`src/rtl/wb_seq_multich.sv`:
```
// wb_seq_multich: write-back sequencer that copies up to DEPTH words from N_CH
// result RAMs (shared read address) into SDRAM, one single-word write per enabled
// channel per RAM address.
// Ports:
//   i_clk, i_reset        clock, synchronous active-high reset
//   i_start, i_abort      run start pulse (IDLE only), abort request
//   i_len, i_chEn         words per channel (clamped to DEPTH), channel mask
//   i_baseAddr            per-channel SDRAM base, channel c at [c*ADDR_W +: ADDR_W]
//   i_sdramReady          SDRAM write-complete strobe
//   o_addrToRam, o_ramRd  shared RAM read address and read strobe
//   o_addrToSdram         SDRAM write address
//   o_wrSdram             SDRAM write request pulse
//   o_selData             data-mux select (current channel)
//   o_busy, o_finish      status: busy outside IDLE, one-cycle done pulse
//   o_error               sticky: last run ended by timeout or abort
module wb_seq_multich #(
    parameter int unsigned N_CH    = 3,
    parameter int unsigned ADDR_W  = 19,
    parameter int unsigned DEPTH_W = 12,
    parameter int unsigned RAM_LAT = 1,
    parameter int unsigned TO_CYC  = 1023,
    localparam int unsigned SEL_W  = (N_CH > 1) ? $clog2(N_CH) : 1
) (
    input  logic                     i_clk,
    input  logic                     i_reset,
    input  logic                     i_start,
    input  logic                     i_abort,
    input  logic [DEPTH_W:0]         i_len,
    input  logic [N_CH-1:0]          i_chEn,
    input  logic [N_CH*ADDR_W-1:0]   i_baseAddr,
    input  logic                     i_sdramReady,
    output logic [DEPTH_W-1:0]       o_addrToRam,
    output logic                     o_ramRd,
    output logic [ADDR_W-1:0]        o_addrToSdram,
    output logic                     o_wrSdram,
    output logic [SEL_W-1:0]         o_selData,
    output logic                     o_busy,
    output logic                     o_finish,
    output logic                     o_error
);

    localparam int unsigned LEN_W = DEPTH_W + 1;
    localparam int unsigned TO_W  = $clog2(TO_CYC + 1);
    localparam int unsigned LAT_W = $clog2(RAM_LAT + 1);
    localparam logic [LEN_W-1:0] DEPTH = {1'b1, {DEPTH_W{1'b0}}};

    typedef enum logic [2:0] {S_IDLE, S_RD, S_ISSUE, S_WAIT, S_NEXT, S_DONE} state_t;

    state_t                   state, state_n;
    logic [LEN_W-1:0]         len_q, len_n, len_clamp;
    logic [N_CH-1:0]          mask_q, mask_n;
    logic [N_CH*ADDR_W-1:0]   base_q, base_n;
    logic [LEN_W-1:0]         idx_q, idx_n;
    logic [SEL_W-1:0]         ch_q, ch_n;
    logic [LAT_W-1:0]         lat_q, lat_n;
    logic [TO_W-1:0]          to_q, to_n;
    logic                     err_n;

    logic [SEL_W-1:0]         lowest_ch, higher_ch;
    logic                     higher_found;
    logic [ADDR_W-1:0]        base_sel;

    logic [DEPTH_W-1:0]       ram_addr_n;
    logic                     ram_rd_n, wr_n, busy_n, finish_n;
    logic [ADDR_W-1:0]        sd_addr_n;
    logic [SEL_W-1:0]         sel_n;

    assign len_clamp = (i_len > DEPTH) ? DEPTH : i_len;

    // Lowest enabled channel, and the next enabled channel above the current one
    always_comb begin
        lowest_ch    = '0;
        higher_ch    = '0;
        higher_found = 1'b0;
        for (int i = N_CH - 1; i >= 0; i--) begin
            if (mask_q[i]) begin
                lowest_ch = SEL_W'(i);
                if (i > int'(ch_q)) begin
                    higher_ch    = SEL_W'(i);
                    higher_found = 1'b1;
                end
            end
        end
    end

    // Next-state and next-output logic; outputs are registered aligned with state
    always_comb begin
        state_n = state;
        len_n   = len_q;
        mask_n  = mask_q;
        base_n  = base_q;
        idx_n   = idx_q;
        ch_n    = ch_q;
        lat_n   = lat_q;
        to_n    = to_q;
        err_n   = o_error;

        case (state)
            S_IDLE: begin
                if (i_start) begin
                    len_n  = len_clamp;
                    mask_n = i_chEn;
                    base_n = i_baseAddr;
                    err_n  = 1'b0;
                    idx_n  = '0;
                    ch_n   = '0;
                    lat_n  = '0;
                    to_n   = '0;
                    state_n = (len_clamp == '0 || i_chEn == '0) ? S_DONE : S_RD;
                end
            end
            S_RD: begin
                ch_n = lowest_ch;
                if (lat_q == LAT_W'(RAM_LAT - 1)) begin
                    lat_n   = '0;
                    state_n = S_ISSUE;
                end else begin
                    lat_n = lat_q + LAT_W'(1);
                end
            end
            S_ISSUE: begin
                to_n    = '0;
                state_n = S_WAIT;
            end
            S_WAIT: begin
                if (i_sdramReady) begin
                    to_n    = '0;
                    state_n = S_NEXT;
                end else if (to_q == TO_W'(TO_CYC - 1)) begin
                    err_n   = 1'b1;
                    state_n = S_DONE;
                end else begin
                    to_n = to_q + TO_W'(1);
                end
            end
            S_NEXT: begin
                if (higher_found) begin
                    ch_n    = higher_ch;
                    state_n = S_ISSUE;
                end else if (idx_q + LEN_W'(1) == len_q) begin
                    state_n = S_DONE;
                end else begin
                    idx_n   = idx_q + LEN_W'(1);
                    state_n = S_RD;
                end
            end
            S_DONE: begin
                idx_n   = '0;
                ch_n    = '0;
                lat_n   = '0;
                to_n    = '0;
                state_n = S_IDLE;
            end
            default: state_n = S_IDLE;
        endcase

        // Abort overrides everything, including a coincident ready or timeout
        if (i_abort && (state == S_RD || state == S_ISSUE ||
                        state == S_WAIT || state == S_NEXT)) begin
            err_n   = 1'b1;
            state_n = S_DONE;
        end

        base_sel   = base_q[int'(ch_n) * ADDR_W +: ADDR_W];
        ram_rd_n   = (state_n == S_RD) && (state != S_RD);
        wr_n       = (state_n == S_ISSUE);
        busy_n     = (state_n != S_IDLE);
        finish_n   = (state == S_DONE);
        ram_addr_n = (state_n == S_IDLE) ? '0 : idx_n[DEPTH_W-1:0];
        if (state_n == S_ISSUE || state_n == S_WAIT) begin
            sd_addr_n = base_sel + ADDR_W'(idx_n);
            sel_n     = ch_n;
        end else begin
            sd_addr_n = '0;
            sel_n     = '0;
        end
    end

    // State, counters and registered outputs
    always_ff @(posedge i_clk) begin
        if (i_reset) begin
            state         <= S_IDLE;
            len_q         <= '0;
            mask_q        <= '0;
            base_q        <= '0;
            idx_q         <= '0;
            ch_q          <= '0;
            lat_q         <= '0;
            to_q          <= '0;
            o_addrToRam   <= '0;
            o_ramRd       <= 1'b0;
            o_addrToSdram <= '0;
            o_wrSdram     <= 1'b0;
            o_selData     <= '0;
            o_busy        <= 1'b0;
            o_finish      <= 1'b0;
            o_error       <= 1'b0;
        end else begin
            state         <= state_n;
            len_q         <= len_n;
            mask_q        <= mask_n;
            base_q        <= base_n;
            idx_q         <= idx_n;
            ch_q          <= ch_n;
            lat_q         <= lat_n;
            to_q          <= to_n;
            o_addrToRam   <= ram_addr_n;
            o_ramRd       <= ram_rd_n;
            o_addrToSdram <= sd_addr_n;
            o_wrSdram     <= wr_n;
            o_selData     <= sel_n;
            o_busy        <= busy_n;
            o_finish      <= finish_n;
            o_error       <= err_n;
        end
    end

endmodule
```
`config.mk`:
```
export PLATFORM = sky130hd
export DESIGN_NAME = wb_seq_multich
export DESIGN_NICKNAME = d
export VERILOG_FILES = /design/src/rtl/wb_seq_multich.sv
export SDC_FILE = /design/constraint.sdc
export NUM_CORES = 1
export LEC_CHECK = 0
export CAP_MARGIN = 0
export CELL_PAD_IN_SITES_DETAIL_PLACEMENT = 1
export CELL_PAD_IN_SITES_GLOBAL_PLACEMENT = 1
export CORE_MARGIN = 1
export CORE_UTILIZATION = 25
export CTS_CLUSTER_DIAMETER = 200
export DETAILED_ROUTE_END_ITERATION = 8
export PLACE_DENSITY_LB_ADDON = 0.1
export REMOVE_ABC_BUFFERS = 1
export SLEW_MARGIN = 20
export SYNTH_ARGS = -nofsm -noshare
export SYNTH_HDL_FRONTEND = slang
export SYNTH_SLANG_ARGS = --single-unit
```
`constraint.sdc`:
```
create_clock -name i_clk -period 6.8 [get_ports i_clk]
set_input_delay 1.02 -clock i_clk [delete_from_list [all_inputs] [get_ports i_clk]]
set_output_delay 1.02 -clock i_clk [all_outputs]
set_load 0.005 [all_outputs]
```
# After elaboration in Yosys (flattened, before gate mapping)
# Cells that the tools add are included.
[classes]
addsub = 4
mul = 1
magnitude_cmp = 3
n_eq_ne = 16
shifts = 1
n_mux = 39
bitwise_logic = 1
reduce_logical = 22
[ops]
columns = ["operator", "n"]
rows = [
  ["indexed part select 57 x 8 -> 19 bit", 1],
  ["two-way mux 13 bit", 4],
  ["one-hot mux 13 bit (3 select lines)", 1],
  ["two-way mux 10 bit", 3],
  ["one-hot mux 10 bit (3 select lines)", 1],
  ["two-way mux 3 bit", 8],
  ["adder 19 x 13 -> 19 bit", 1],
  ["two-way mux 2 bit", 9],
  ["one-hot mux 3 bit (5 select lines)", 1],
  ["adder 13 x 1 -> 13 bit, second input constant", 1],
  ["equality test 13 bit", 1],
  ["greater-than comparator 13 bit, second input constant", 1],
  ["logical NOT 13 bit", 1],
  ["equality test 3 x 2 -> 1 bit, second input constant", 4],
  ["nonzero test 3 bit", 4],
  ["adder 10 x 1 -> 10 bit, second input constant", 1],
  ["equality test 10 bit, second input constant", 1],
  ["logical NOT 3 bit", 3],
  ["two-way mux 1 bit", 9],
  ["one-hot mux 2 bit (4 select lines)", 1],
  ["multiplier 2 x 5 -> 7 bit, second input constant", 1],
  ["equality test 3 x 1 -> 1 bit, second input constant", 2],
  ["equality test 3 bit, second input constant", 2],
  ["inequality test 3 x 2 -> 1 bit, second input constant", 2],
  ["other kinds (15)", 24],
]
[totals]
ff_bits = 140
input_bits = 78
out_inout_bits = 38
word_cells = 103

# Longest topological paths before layout
[depth]
word_depth = 12
depth_mapped = 20
depth_no_buf = 18

# Worst setup path before layout
# OpenSTA, ideal clock, no wires.
[synth_timing]
kind = "input-to-reg"
from = "input i_start"
to = "register o_addrToSdram[17]"
setup_ps = 78
arrival_ps = 4174
required_time_ps = 6722
slack_ps = 2548
stages = 14
n_path_buf = 1
cell_sequence = "nor3_1 > o21ai_2 > nand3_2 > buf_1 > mux2i_1 > o21ai_0 > ha_1 > a211oi_1 > o21ai_0 > a2111oi_0 > o31ai_1 > a31o_2 > and4_1 > nor3_1"
[synth_via]
elab_chain_len = 7
elab_cells_between_ends = 15
cone_classes = "add/sub (1); mul (1); eq/ne (2); shift (1); mux (7); bitwise (1); reduce/logical (2)"
[synth_rtl]
columns = ["item", "line", "rtl"]
rows = [
  ["start: declaration", "26", "input logic i_start,"],
  ["branches (longest 7 deep; another with adder 19 x 13 -> 19 bit)", "--", ""],
  ["end signal: assignment", "209", "o_addrToSdram <= sd_addr_n;"],
  ["end: declaration", "34", "output logic [ADDR_W-1:0] o_addrToSdram,"],
]
# Parallel ways; which one is timed is not known.
# A chain may end at the register's enable or synchronous reset.

# Worst setup path in the final report
[layout_timing]
from = "register idx_q[0]"
to = "register o_addrToSdram[15]"
[layout_via]
elab_cells_between_ends = 16
cone_classes = "add/sub (2); eq/ne (3); mux (8); bitwise (1); reduce/logical (2)"
[layout_lines]
columns = ["item", "line", "rtl"]
rows = [
  ["start: declaration", "53", "logic [LEN_W-1:0] idx_q, idx_n;"],
  ["start signal: assignment", "203", "idx_q <= idx_n;"],
  ["adder 13 x 1 -> 13 bit (*)", "140, 143", ""],
  ["equality test 13 bit", "140", "end else if (idx_q + LEN_W'(1) == len_q) begin"],
  ["two-way mux 13 bit (*)", "140", ""],
  ["two-way mux 13 bit (*)", "137", "if (higher_found) begin"],
  ["one-hot mux 13 bit (3 select lines) (*)", "98", "case (state)"],
  ["via idx_n[2]", "53", ""],
  ["adder 19 x 13 -> 19 bit (*)", "171", "sd_addr_n = base_sel + ADDR_W'(idx_n);"],
]
# Mark *: on every way through the listed nets, which the timed path passes. The rest lies on a longest branch.

==> results.py <==
metrics = {
    "status": {
        "outcome": "complete, no violations",
    },
    "clock_network": {
        "clock_sinks": 139,
        "cts_hold_buf": 0,
        "clkTransAtPathRegs_ps": 60,
        "cts_tree": "yes",
        "h-tree-depth": 4,
        "clk_path_buf_depth": 2,
        "cts_made_buffers": 17,
        "clockRootBuffer": "clkbuf_16",
        "cts_resized": 0,
        "insertion_delay_ps": 430,
        "postCtsSetupBuffers": 0,
    },
    "run": {
        "drv_cap": 0,
    },
    "timing": {
        "whs_ps": 450,
        "grt_setup_unrepaired": "no",
        "drv_slew": 0,
        "hold_viol": 0,
        "finalCriticalPeriod_ps": 5300,
        "setup-tns-final_ps": 0,
        "skew_ps": 6.45,
        "slew_headroom_pct": 33.4,
        "fmax_ghz": 0.189,
        "tightest_slew_ps": 999,
        "setup_violations": 0,
        "finalCritPeriodShare_pct": 78.0,
    },
    "worst_setup_path": {
        "path_cells": "ha_1, nand3_2, nor4_2, xnor2_1, nand4_1, o211a_1, a22o_1, ha_1, a211oi_1, o21ai_0, a2111oi_0, o31ai_1, a31o_2, and3_1, nor3_1",
        "critical_path_required_ps": 7130,
        "cp-start-kind": "register",
        "arrival_ps": 5640,
        "crit_slowest_cell": "o211a_1",
        "reg2reg_from": "idx_q[0]",
        "cp_common_cell": "ha_1",
        "crit_fanout": 24,
        "cp-end-kind": "register",
        "r2r_cells": 15,
        "slowest_delay_ps": 610,
        "reg2reg_to": "o_addrToSdram[15]",
        "reg2reg_slack_ps": 1500,
        "critPathKind": "reg -> reg",
    },
    "drt": {
        "first_pass_iters": 4,
        "ant_nets": 0,
        "drc": 0,
        "drt_wl_total_um": 22400,
        "via_per_inst": 4.86,
        "drt_iter0_markers": 285,
        "routedWlPerCell_um": 17.0,
        "vias": 6390,
    },
    "final_layout": {
        "final_common_cell": "nand2_1",
        "final_cell_mix": "179 x nand2_1, 139 x dfxtp_1, 114 x clkdlybuf4s50_1",
        "drive_above_1_share_pct": 6.26,
        "diodes": 0,
        "fin_nets": 1058,
        "final_util_pct": 33.2,
        "fill_cells": 3213,
        "area_growth_pct": 29.9,
    },
    "synthesis": {
        "yosys_warnings": 0,
        "synth.distinct_cells": 73,
        "synth_top_area_share_pct": 40.2,
        "yosys.area.top_type": "dfxtp_1",
        "synth-async-reset-ratio_pct": 0,
        "synth_edf_count": 0,
        "yosys_most_used_dff": "dfxtp_1",
        "seq_area_frac_synth_pct": 40.2,
        "ys_seq_elements": 139,
        "synth_area_leaders": "dfxtp_1 40%, nand2_1 9.8%, a21oi_1 6.7%, nor2_1 3.6%, ha_1 2.9%",
        "netlist_area_mm2": 0.00691,
        "synth_area_per_cell_um2": 7.90,
        "synth_cells": 875,
    },
    "floorplan": {
        "io_pins": 116,
        "dieHeight_um": 168,
        "core_area_mm2": 0.0270,
        "initial_utilization_pct": 25.6,
        "rows": 60,
        "die-area_mm2": 0.0283,
        "fp.dieW_um": 168,
    },
    "pwr": {
        "swShare_pct": 29.7,
        "seq_power_share_pct": 37.2,
        "ir_drop_mv": 0.132,
        "clock_power_share_pct": 42.4,
        "cellLeakagePower_uw": 0.00325,
        "switching_power_uw": 762,
        "power_density_mw_per_mm2": 285,
        "finalPower_uw": 2560,
        "power.internal_uw": 1800,
        "power_frac_comb_pct": 20.4,
    },
    "global_route": {
        "grt_usage_pct": 16.1,
        "grt_antenna_before_repair": 0,
        "grt_max_degree": 75,
        "gr-total-overflow": 0,
        "grt_pass1_vias": 6441,
        "grt_pass1_wl_um": 35500,
    },
    "placement": {
        "port_buffers": 115,
        "dp_hpwl_um": 16200,
        "finalWeightedCongestion": 0.812,
    },
    "min_path": {
        "hp-class": "reg -> reg",
        "hold_start": "base_q[15]",
        "hold_end": "base_q[15]",
        "holdPathStages": 2,
    },
}
worst max-delay path by stage:
stage | from | end | slack (ps)
CTS | idx_q[0] | o_addrToSdram[15] | 1500
finish | idx_q[0] | o_addrToSdram[15] | 1500
global route | idx_q[0] | o_addrToSdram[15] | 1040
detailed placement | i_start | o_addrToSdram[17] | 1170
floorplan | i_start | o_addrToSdram[17] | 2100
global placement | i_start | o_addrToSdram[17] | 1260
critical path, delay by kind of cell (launching register included):
kind            cells  cell delay, ps
flops               1             510
xor+xnor            1             190
compound gates      7            2610
simple gates        5            1300
fa+ha+maj           2             600
power by group through the flow:
stage	registers, µW	logic (µW)	clock network [µW]
after global placement	973	534	0
after floorplan	952	317	0
after CTS	954	539	1110
after global routing	965	588	1150
after detailed placement	972	537	0
final	953	524	1090
logic make-up (layout without fill, tap and decap cells):
| kind of cell | after synthesis | count (layout) | synth area share [%] |
|---|---|---|---|
| xor gates and xnor gates | 30 | 30 | 4.00 |
| adders and majority gates | 17 | 17 | 3.18 |
| and+or+nand+nor | 366 | 366 | 24.8 |
| buffers and inverters | 74 | 174 | 4.49 |
| AOI/OAI and AO/OA | 231 | 231 | 20.7 |
| DFF | 139 | 139 | 40.2 |
| muxes | 18 | 18 | 2.61 |
final cells by class:
type	instances	area, µm²	share of cell area [%]
Timing Repair Buffer	121	1190	13.3
Clock buffer	20	457	5.09
Clock inverter	11	215	2.40
Tap cell	341	427	4.75
Multi-Input combinational cell	662	3820	42.6
Inverter	22	82.6	0.920
Sequential cell	139	2780	31.0
stage by stage:
stage,area (µm²),instances,setup WS (ps)
after global placement,8310,1285,1260
final,8980,1316,1500
after detailed placement,8310,1285,1170
after CTS,8980,1316,1500
after floorplan,6690,823,2100
after global routing,8980,1316,1040
flip-flops by register name, summed over array words and instances, names as in the netlist:
| name | flops |
|---|---|
| base_q | 57 |
| o_addrToSdram | 19 |
| idx_q | 13 |
| len_q | 13 |
| o_addrToRam | 12 |
| to_q | 10 |
| mask_q | 3 |
| state | 3 |
| ch_q | 2 |
| o_selData | 2 |
| o_busy | 1 |
| o_error | 1 |
| o_finish | 1 |
| o_ramRd | 1 |
| o_wrSdram | 1 |
cells in the mapped netlist (2+ instances only):
cell type,n
o2111ai_1,2
mux2i_1,18
and4_1,5
a31oi_1,19
or4_1,5
inv_1,21
o21ai_1,11
xnor2_1,18
nor3_2,2
nor2b_1,5
o2bb2ai_1,4
nand4_1,9
nor3_1,21
clkbuf_1,31
o211ai_1,7
a21oi_1,93
and2_1,10
buf_2,13
nand2_1,180
buf_1,3
nor4_1,7
nor4bb_1,3
o21ai_0,39
xor2_1,11
o21ai_2,2
or3_1,3
a211oi_1,5
nor3b_1,4
a31o_2,2
and3_1,9
nand3_1,14
nand2b_1,8
nand3b_1,2
o31ai_1,2
o22ai_1,2
a22oi_1,14
buf_4,4
nand3_2,2
ha_1,16
nor2_1,67
dfxtp_1,139
or2_2,4
o21bai_1,2
a21o_1,7
a221oi_1,2
routing by layer:
layer | track usage, % | vias up | part of all wire, %
met4 | 5.34 | 0 | 1.7
met5 | 0 | - | 0
met2 | 26.9 | 115 | 48
met1 | 21.0 | 3017 | 47
met3 | 2.68 | 22 | 3.8
li1 | - | 3236 | -
(Power assumes the default switching activity.)
